$ cat config.mk
export PLATFORM = sky130hd
export DESIGN_NAME = demux_1ton_stream_flat
export DESIGN_NICKNAME = d
export VERILOG_FILES = /design/src/rtl/demux_1ton_stream_if.sv /design/src/rtl/demux_1ton_stream.sv /design/src/flat_wrapper.sv
export SDC_FILE = /design/constraint.sdc
export NUM_CORES = 1
export LEC_CHECK = 0
export ABC_AREA = 1
export CORE_UTILIZATION = 30
export CTS_CLUSTER_SIZE = 12
export DETAILED_ROUTE_END_ITERATION = 6
export GPL_TIMING_DRIVEN = 0
export SYNTH_ARGS = -nofsm -noshare
export SYNTH_HDL_FRONTEND = slang
export SYNTH_SLANG_ARGS = --single-unit
$ cat constraint.sdc
create_clock -name clk -period 3.5 [get_ports clk]
set_input_delay 0.7 -clock clk [delete_from_list [all_inputs] [get_ports clk]]
set_output_delay 0.7 -clock clk [all_outputs]
set_load 0.01 [all_outputs]
$ cat src/rtl/demux_1ton_stream_if.sv
// Stream bundle for the 1-to-N demux: one producer-side input and N_OUT
// consumer-side output channels, each with its own valid/ready pair.
interface demux_1ton_stream_if #(
  parameter int DATA_W = 8,
  parameter int N_OUT  = 4,
  parameter int SEL_W  = 2
);
  logic [DATA_W-1:0]       in_data;
  logic [SEL_W-1:0]        in_sel;
  logic                    in_valid;
  logic                    in_ready;
  logic [N_OUT*DATA_W-1:0] out_data;
  logic [N_OUT-1:0]        out_valid;
  logic [N_OUT-1:0]        out_ready;

  // Environment side: drives the producer stream and the consumer readies.
  modport master (
    output in_data, in_sel, in_valid, out_ready,
    input  in_ready, out_data, out_valid
  );

  // Demux side.
  modport slave (
    input  in_data, in_sel, in_valid, out_ready,
    output in_ready, out_data, out_valid
  );
endinterface

$ cat src/rtl/demux_1ton_stream.sv
// Registered 1-to-N stream demux with a one-entry holding register per channel,
// global enable, and a saturating counter for out-of-range selects.
module demux_1ton_stream #(
  parameter int DATA_W = 8,
  parameter int N_OUT  = 4,
  parameter int SEL_W  = 2,
  parameter int CNT_W  = 8
) (
  input  logic                 clk,
  input  logic                 rst,
  input  logic                 en,
  demux_1ton_stream_if.slave   bus,
  output logic                 drop_err,
  output logic [CNT_W-1:0]     drop_cnt
);

  logic [N_OUT-1:0]        vld_p1;
  logic [N_OUT*DATA_W-1:0] data_p1;
  logic                    sel_ok;
  logic                    chan_free;
  logic                    load_p0;

  function automatic logic [CNT_W-1:0] sat_inc(input logic [CNT_W-1:0] c);
    return (&c) ? c : c + 1'b1;
  endfunction

  // Stage p0: acceptance decision, combinational from en, select and channel state
  always_comb begin
    chan_free = 1'b0;
    for (int k = 0; k < N_OUT; k++) begin
      if (32'(bus.in_sel) == k) chan_free = !vld_p1[k] || bus.out_ready[k];
    end
    sel_ok       = 32'(bus.in_sel) < N_OUT;
    // Out-of-range selects are always accepted so they can be dropped.
    bus.in_ready = !rst && en && (!sel_ok || chan_free);
    load_p0      = bus.in_valid && bus.in_ready;
  end

  // Stage p1: per-channel holding registers and drop reporting
  always_ff @(posedge clk or posedge rst) begin
    if (rst) begin
      vld_p1   <= '0;
      data_p1  <= '0;
      drop_err <= 1'b0;
      drop_cnt <= '0;
    end else begin
      drop_err <= load_p0 && !sel_ok;
      if (load_p0 && !sel_ok) drop_cnt <= sat_inc(drop_cnt);
      for (int k = 0; k < N_OUT; k++) begin
        // A load into a draining channel keeps it valid: one transfer per cycle.
        if (load_p0 && sel_ok && (32'(bus.in_sel) == k)) begin
          vld_p1[k]                   <= 1'b1;
          data_p1[k*DATA_W +: DATA_W] <= bus.in_data;
        end else if (bus.out_ready[k]) begin
          vld_p1[k] <= 1'b0;
        end
      end
    end
  end

  assign bus.out_valid = vld_p1;
  assign bus.out_data  = data_p1;

endmodule

$ cat src/flat_wrapper.sv
// flat-port wrapper written by rule: the top's interface ports become plain ports
module demux_1ton_stream_flat 
#(
  parameter int DATA_W = 8,
  parameter int N_OUT  = 4,
  parameter int SEL_W  = 2,
  parameter int CNT_W  = 8
)
  (clk, rst, en, drop_err, drop_cnt, bus_in_data, bus_in_sel, bus_in_valid, bus_out_ready, bus_in_ready, bus_out_data, bus_out_valid);
  demux_1ton_stream_if #(.DATA_W(DATA_W), .N_OUT(N_OUT), .SEL_W(SEL_W)) bus_i ();
  input  logic clk;
  input  logic rst;
  input  logic en;
  output logic drop_err;
  output logic [CNT_W-1:0] drop_cnt;
  input wire logic [$bits(bus_i.in_data)-1:0] bus_in_data;
  input wire logic [$bits(bus_i.in_sel)-1:0] bus_in_sel;
  input wire logic [$bits(bus_i.in_valid)-1:0] bus_in_valid;
  input wire logic [$bits(bus_i.out_ready)-1:0] bus_out_ready;
  output wire logic [$bits(bus_i.in_ready)-1:0] bus_in_ready;
  output wire logic [$bits(bus_i.out_data)-1:0] bus_out_data;
  output wire logic [$bits(bus_i.out_valid)-1:0] bus_out_valid;
  assign bus_i.in_data = bus_in_data;
  assign bus_i.in_sel = bus_in_sel;
  assign bus_i.in_valid = bus_in_valid;
  assign bus_i.out_ready = bus_out_ready;
  assign bus_in_ready = bus_i.in_ready;
  assign bus_out_data = bus_i.out_data;
  assign bus_out_valid = bus_i.out_valid;
  demux_1ton_stream #(.DATA_W(DATA_W), .N_OUT(N_OUT), .SEL_W(SEL_W), .CNT_W(CNT_W)) u_core (.clk(clk), .rst(rst), .en(en), .bus(bus_i), .drop_err(drop_err), .drop_cnt(drop_cnt));
endmodule
==> results of run 1 <==
how the worst min path moves through the flow:
stage | to | slack [ps] | depth (start not counted)
final | u_core.bus.out_data[1] | 450 | 2
after global placement | u_core.bus.out_data[3] | 460 | 2
after floorplan | u_core.bus.out_data[0] | 510 | 2
after global routing | u_core.bus.out_data[30] | 460 | 2
after detailed placement | u_core.bus.out_data[3] | 460 | 2
after CTS | u_core.bus.out_data[3] | 480 | 2
routing by layer:
layer	GRT usage (%)	vias up
met1	20.73	679
met3	4.000	6
met5	0	-
met2	23.72	47
li1	-	732
met4	4.717	0
area by class of cell:
type                            count  area, um^2  area share (%)
Tap cell                           72       90.09           3.613
Sequential cell                    36       900.9           36.13
Timing Repair inverter              1       8.758          0.3512
Clock buffer                        5       68.82           2.760
Inverter                           17       90.09           3.613
Buffer                             16       118.9           4.767
Timing Repair Buffer               55       548.0           21.98
Multi-Input combinational cell    124       668.1           26.79
power groups by stage:
stage / Sequential (mW) / Combinational, mW / Clock [mW]
5_1_grt: 0.554 / 0.404 / 0.283
3_3_place_gp: 0.552 / 0.361 / 0
4_1_cts: 0.544 / 0.373 / 0.266
6_report: 0.544 / 0.371 / 0.254
3_5_place_dp: 0.550 / 0.366 / 0
2_1_floorplan: 0.585 / 0.111 / 0
placed cells by master, fill, tap and decap left out, types with 3 or more instances in the layout:
cell,Yosys,layout
buf_4,9,11
buf_6,3,3
clkbuf_8,0,5
clkdlybuf4s50_1,0,52
conb_1,1,9
dfrtp_1,36,36
inv_1,14,14
nand2_1,62,62
nand4_1,24,24
nand4_4,4,4
nor2_1,5,5
nor2_4,4,4
o21ai_1,11,11
per-stage QoR:
step	setup TNS (ps)	cells	setup slack, ps
2_1_floorplan	0	193	896.4
3_3_place_gp	-372.6	318	-372.6
3_5_place_dp	-407.7	318	-407.7
4_1_cts	0	323	19.15
5_1_grt	0	326	141.8
6_report	0	326	218.8
logic make-up after synthesis:
family                 synth area share (%)
flip-flops                            52.33
other                                0.2178
AND/OR/NAND/NOR                       32.19
buffers and inverters                 10.61
AO/OA/AOI/OAI                         4.651
worst max-delay path: cells and delay by family:
| kind | cells | cell delay (ps) |
|---|---|---|
| buffers and inverters | 3 | 1330 |
| AND/OR/NAND/NOR | 4 | 530 |
state kept, by name (all words and copies together), names as in the netlist:
name	cells
u_core.bus.out_valid	4
u_core.bus.out_data	32
repair_timing:
item | in CTS | in global routing
gates resized for setup | 4 | 1
pin swaps | 0 | 1
setup endpoints to repair | 1 | 1
setup buffers | 0 | 2
cloned | 0 | 1
==> flow_metrics.py, run 1 <==
metrics = {
    "status": {
        "status": "finished, final reports clean",
    },
    "routing": {
        "topRoutingLayerUsed": "met4",
        "vias_per_cell": 4.491,
        "met3_length_um": 302,
        "dr.pass1.iters": 4,
        "wl_per_cell_um": 13.26,
        "drtIter0Drc": 70,
        "wl_um": 4324,
        "drc": 0,
        "vias": 1464,
        "wl_met1_um": 2023,
        "dr_wl_met2_um": 1945,
        "final_antenna_net_count": 0,
    },
    "synthesis": {
        "synthTopCellsByCount": "62 x nand2_1, 36 x dfrtp_1, 24 x nand4_1, 14 x inv_1, 11 x o21ai_1",
        "syn-cell-area_um2": 1722,
        "async_flop_share_pct": 100.0,
        "synth_seq_cells": 36,
        "synth_cells": 185,
        "synth_top_area_share_pct": 52.33,
        "yosysMostFrequentCell": "nand2_1",
        "yosysTopAreaCell": "dfrtp_1",
        "postSynthAreaPerCell_um2": 9.306,
        "synth_edf_count": 0,
        "synth_cell_types": 18,
        "synth_flop_cell": "dfrtp_1",
        "synthTopCellsByArea": "dfrtp_1 52%, nand2_1 14%, nand4_1 8.7%, nand4_4 4.9%, buf_4 3.9%",
        "yosysSeqAreaShare_pct": 52.33,
        "ys_warn_count": 0,
    },
    "timing": {
        "final_hold_viol_count": 0,
        "clock_skew_ps": 4.898,
        "clock.fmax_mhz": 304.8,
        "period_minus_slack_ps": 3281,
        "setup_viol": 0,
        "period_share_pct": 93.75,
        "fin_hold_ws_ps": 447.2,
        "drv_slew": 0,
        "rsz0062_at_grt": "no",
    },
    "setup_path": {
        "reg2reg_depth": 6,
        "reg2reg_to": "u_core.bus.out_data[1]",
        "regToRegSetupSlack_ps": 2160,
        "r2r-start": "u_core.bus.out_valid[3]",
        "cp_slowest_cell": "clkdlybuf4s50_1",
        "cp.required_ps": 2800,
        "worstSetupEndpointType": "output port",
        "cp.arrival_ps": 2580,
        "crit_path_start": "bus_in_sel[0]",
        "path_cells": "clkdlybuf4s50_1, nor2_4, nand2_2, nand3_2, nor2_4, buf_6, clkdlybuf4s50_1",
        "worst-setup-path-type": "in2out",
        "critPathMaxFanout": 10,
        "crit_path_end": "bus_in_ready",
        "setup.worst_path.start_class": "primary input",
        "crit_path_max_incr_delay_ps": 610,
    },
    "finish": {
        "area_growth_pct": 44.84,
        "fill_cells": 532,
        "diodes": 0,
        "stdcell_area_um2": 2494,
        "nNetsFinal": 274,
        "layout-drive-gt1-share_pct": 14.96,
        "final_util_pct": 45.29,
    },
    "power": {
        "power.switching_mw": 0.3383,
        "seqPwrFrac_pct": 46.5,
        "combPwrFrac_pct": 31.7,
        "powerDensity_nw_per_um2": 469.0,
        "p_leak_nw": 1.207,
        "intPower_mw": 0.8312,
        "power_frac_clock_pct": 21.8,
        "vdd_drop_max_uv": 215.5,
        "netSwitchingFraction_pct": 28.93,
        "p_total_mw": 1.169,
    },
    "floorplanning": {
        "fp.dieArea_um2": 6046,
        "core-area_um2": 5507,
        "fp-row-count": 27,
        "die_h_um": 77.76,
        "start_util_pct": 31.27,
        "io_pins": 64,
        "die_x_um": 77.76,
    },
    "clocking": {
        "cts-htree-levels": 2,
        "cts_tree": "yes",
        "cts_inserted_buffers": 5,
        "clk_pin_slew_worst_paths_ps": 70,
        "clk_latency_ps": 280,
        "clock_sinks": 36,
        "cts_hold_buf": 0,
        "ctsLongestPathBuffers": 2,
        "clockRootBuffer": "clkbuf_8",
    },
    "hold_path": {
        "min_path_type": "in2async",
    },
    "grt": {
        "grt_usage_pct": 15.27,
        "grt-ovfl-total": 0,
        "grt_pass1_wl_um": 6962,
        "grt_max_degree": 38,
        "antenna_found_initial": 0,
        "first_global_vias": 1408,
    },
    "placement": {
        "dpl_cell_area_um2": 2372,
        "hpwl_um": 3122,
        "place.gp.congestion": 0.7330,
        "portBuffers": 53,
    },
    "flow_run": {
        "drv_cap": 0,
    },
}
Power figures use the tool's default switching activity.
==> run 2, diff against run 1 <==
--- a/config.mk
+++ b/config.mk
@@ -10,6 +10,7 @@
 export CTS_CLUSTER_SIZE = 12
 export DETAILED_ROUTE_END_ITERATION = 6
 export GPL_TIMING_DRIVEN = 0
+export PLACE_DENSITY = 0.7
 export SYNTH_ARGS = -nofsm -noshare
 export SYNTH_HDL_FRONTEND = slang
 export SYNTH_SLANG_ARGS = --single-unit
==> flow_metrics.py, run 2 (synthesis results as in run 1) <==
metrics = {
    "status": {
        "status": "finished, final reports clean",
    },
    "finish": {
        "final_common_cell": "nand2_1",
        "nNetsFinal": 272,
        "layout_common_cells": "62 x nand2_1, 52 x clkdlybuf4s50_1, 36 x dfrtp_1",
        "largest_register_ffs": 32,
        "fill_cells": 542,
        "stdcell_area_um2": 2502,
        "diodes": 0,
        "layout-drive-gt1-share_pct": 15.29,
        "area_growth_pct": 45.35,
    },
    "timing": {
        "period_share_pct": 93.18,
        "period_minus_slack_ps": 3261,
        "fin_tns_setup_ps": 0,
        "setup_viol": 0,
        "final_hold_viol_count": 0,
        "rsz0062_at_grt": "no",
        "clock.fmax_mhz": 306.6,
        "clock_skew_ps": 4.388,
        "drv_slew": 0,
    },
    "grt": {
        "grt_usage_pct": 15.62,
        "grt_most_used_layer": "met2",
        "use_met1_pct": 19.72,
        "grt_pass1_wl_um": 7169,
        "antenna_found_initial": 0,
        "first_global_vias": 1446,
        "met3_usage_pct": 4.706,
        "grt-ovfl-total": 0,
        "grt_use_met2_pct": 25.49,
        "grt_max_degree": 38,
    },
    "power": {
        "intPower_mw": 0.8580,
        "seqPwrFrac_pct": 44.7,
        "p_leak_nw": 1.213,
        "powerDensity_nw_per_um2": 485.5,
        "combPwrFrac_pct": 30.7,
        "power_frac_clock_pct": 24.7,
        "netSwitchingFraction_pct": 29.37,
        "p_total_mw": 1.215,
        "power.switching_mw": 0.3568,
        "vdd_drop_max_uv": 234.3,
    },
    "clocking": {
        "cts_hold_buf": 0,
        "ctsLongestPathBuffers": 2,
        "clk_pin_slew_worst_paths_ps": 70,
        "cts_inserted_buffers": 5,
        "cts_tree": "yes",
        "clock_sinks": 36,
        "clockRootBuffer": "clkbuf_8",
        "cts_setup_buffers": 0,
        "clk_latency_ps": 280,
        "cts-htree-levels": 2,
    },
    "placement": {
        "hpwl_um": 3171,
        "place.gp.congestion": 0.7682,
        "portBuffers": 53,
        "dpl_cell_area_um2": 2372,
    },
    "setup_path": {
        "worstSetupEndpointType": "output port",
        "critPathMaxFanout": 10,
        "setup.worst_path.start_class": "primary input",
        "worst-setup-path-type": "in2out",
        "cp.arrival_ps": 2560,
        "cp.required_ps": 2800,
    },
    "floorplanning": {
        "fp-row-count": 27,
        "die_x_um": 77.76,
        "start_util_pct": 31.27,
        "io_pins": 64,
        "die_h_um": 77.76,
        "core-area_um2": 5507,
        "fp.dieArea_um2": 6046,
    },
    "routing": {
        "wl_um": 4395,
        "drtIter0Drc": 71,
        "vias_per_cell": 4.434,
        "final_antenna_net_count": 0,
        "drc": 0,
        "dr.pass1.iters": 4,
        "vias": 1450,
        "wl_per_cell_um": 13.44,
    },
    "hold_path": {
        "min_path_type": "in2async",
    },
    "flow_run": {
        "drv_cap": 0,
    },
}
==> run 2: changes by cell type in the layout (fill, tap and decap cells not counted) <==
| cell | previous run | this run |
|---|---|---|
| clkbuf_8 | 5 | 6 |
| buf_4 | 11 | 9 |
| clkinv_2 | 0 | 2 |
==> run 2: path summary, 6_finish.rpt <==
check	from	end	slack, ps	depth (start not counted)
max in group asynchronous	rst	u_core.bus.out_data[1]	2820	2
max	bus_in_sel[0]	bus_in_ready	240	7
min in group clk	u_core.bus.out_data[3]	u_core.bus.out_data[3]	470	2
max reg2reg	u_core.bus.out_valid[3]	u_core.bus.out_data[8]	2180	6
min reg2reg	u_core.bus.out_data[3]	u_core.bus.out_data[3]	470	2
min	rst	u_core.bus.out_data[31]	440	2
==> run 2: area by class of cell <==
| cell class | count | area [um^2] | area share, % |
|---|---|---|---|
| Buffer | 16 | 118.9 | 4.750 |
| Tap cell | 72 | 90.09 | 3.600 |
| Timing Repair inverter | 1 | 8.758 | 0.3500 |
| Sequential cell | 36 | 900.9 | 36.00 |
| Clock inverter | 2 | 10.01 | 0.4000 |
| Clock buffer | 6 | 82.58 | 3.300 |
| Timing Repair Buffer | 53 | 533.0 | 21.30 |
| Inverter | 17 | 90.09 | 3.600 |
| Multi-Input combinational cell | 124 | 668.1 | 26.70 |
==> run 2: metal layers <==
layer | share of wire [%] | up-vias | wire length, um
met5 | 0 | - | 0
met4 | 1.3 | 0 | 56
met3 | 6.9 | 8 | 304
met2 | 47 | 54 | 2044
met1 | 45 | 664 | 1990
li1 | - | 724 | -
==> run 2: timing repair <==
action / CTS / global route
endpoints found under the setup margin: 1 / 1
gates resized for setup: 4 / 1
gates cloned: 0 / 1
pin swaps: 0 / 0
==> run 2: stage by stage <==
stage	hold slack, ps	util, %	setup slack, ps	std cells
final	444.1	45.44	238.7	327
after global routing	454.0	45.44	151.8	327
after CTS	480.4	45.24	21.72	326
after detailed placement	461.9	43.08	-399.0	318
after global placement	457.5	43.08	-360.4	318
after floorplan	507.8	-	896.4	193
==> run 2: power by group through the flow <==
| stage | clock network (mW) | registers, mW | logic (mW) |
|---|---|---|---|
| 2_1_floorplan | 0 | 0.585 | 0.111 |
| 3_5_place_dp | 0 | 0.551 | 0.369 |
| 4_1_cts | 0.312 | 0.543 | 0.376 |
| 6_report | 0.300 | 0.542 | 0.373 |
| 5_1_grt | 0.335 | 0.552 | 0.404 |
| 3_3_place_gp | 0 | 0.549 | 0.363 |
==> run 2: critical path, stage by stage <==
cell and delay, ps:
clkdlybuf4s50_1 610, nor2_4 130, nand2_2 100, o21ai_2 70, nor2_4 210, buf_6 170, clkdlybuf4s50_1 560
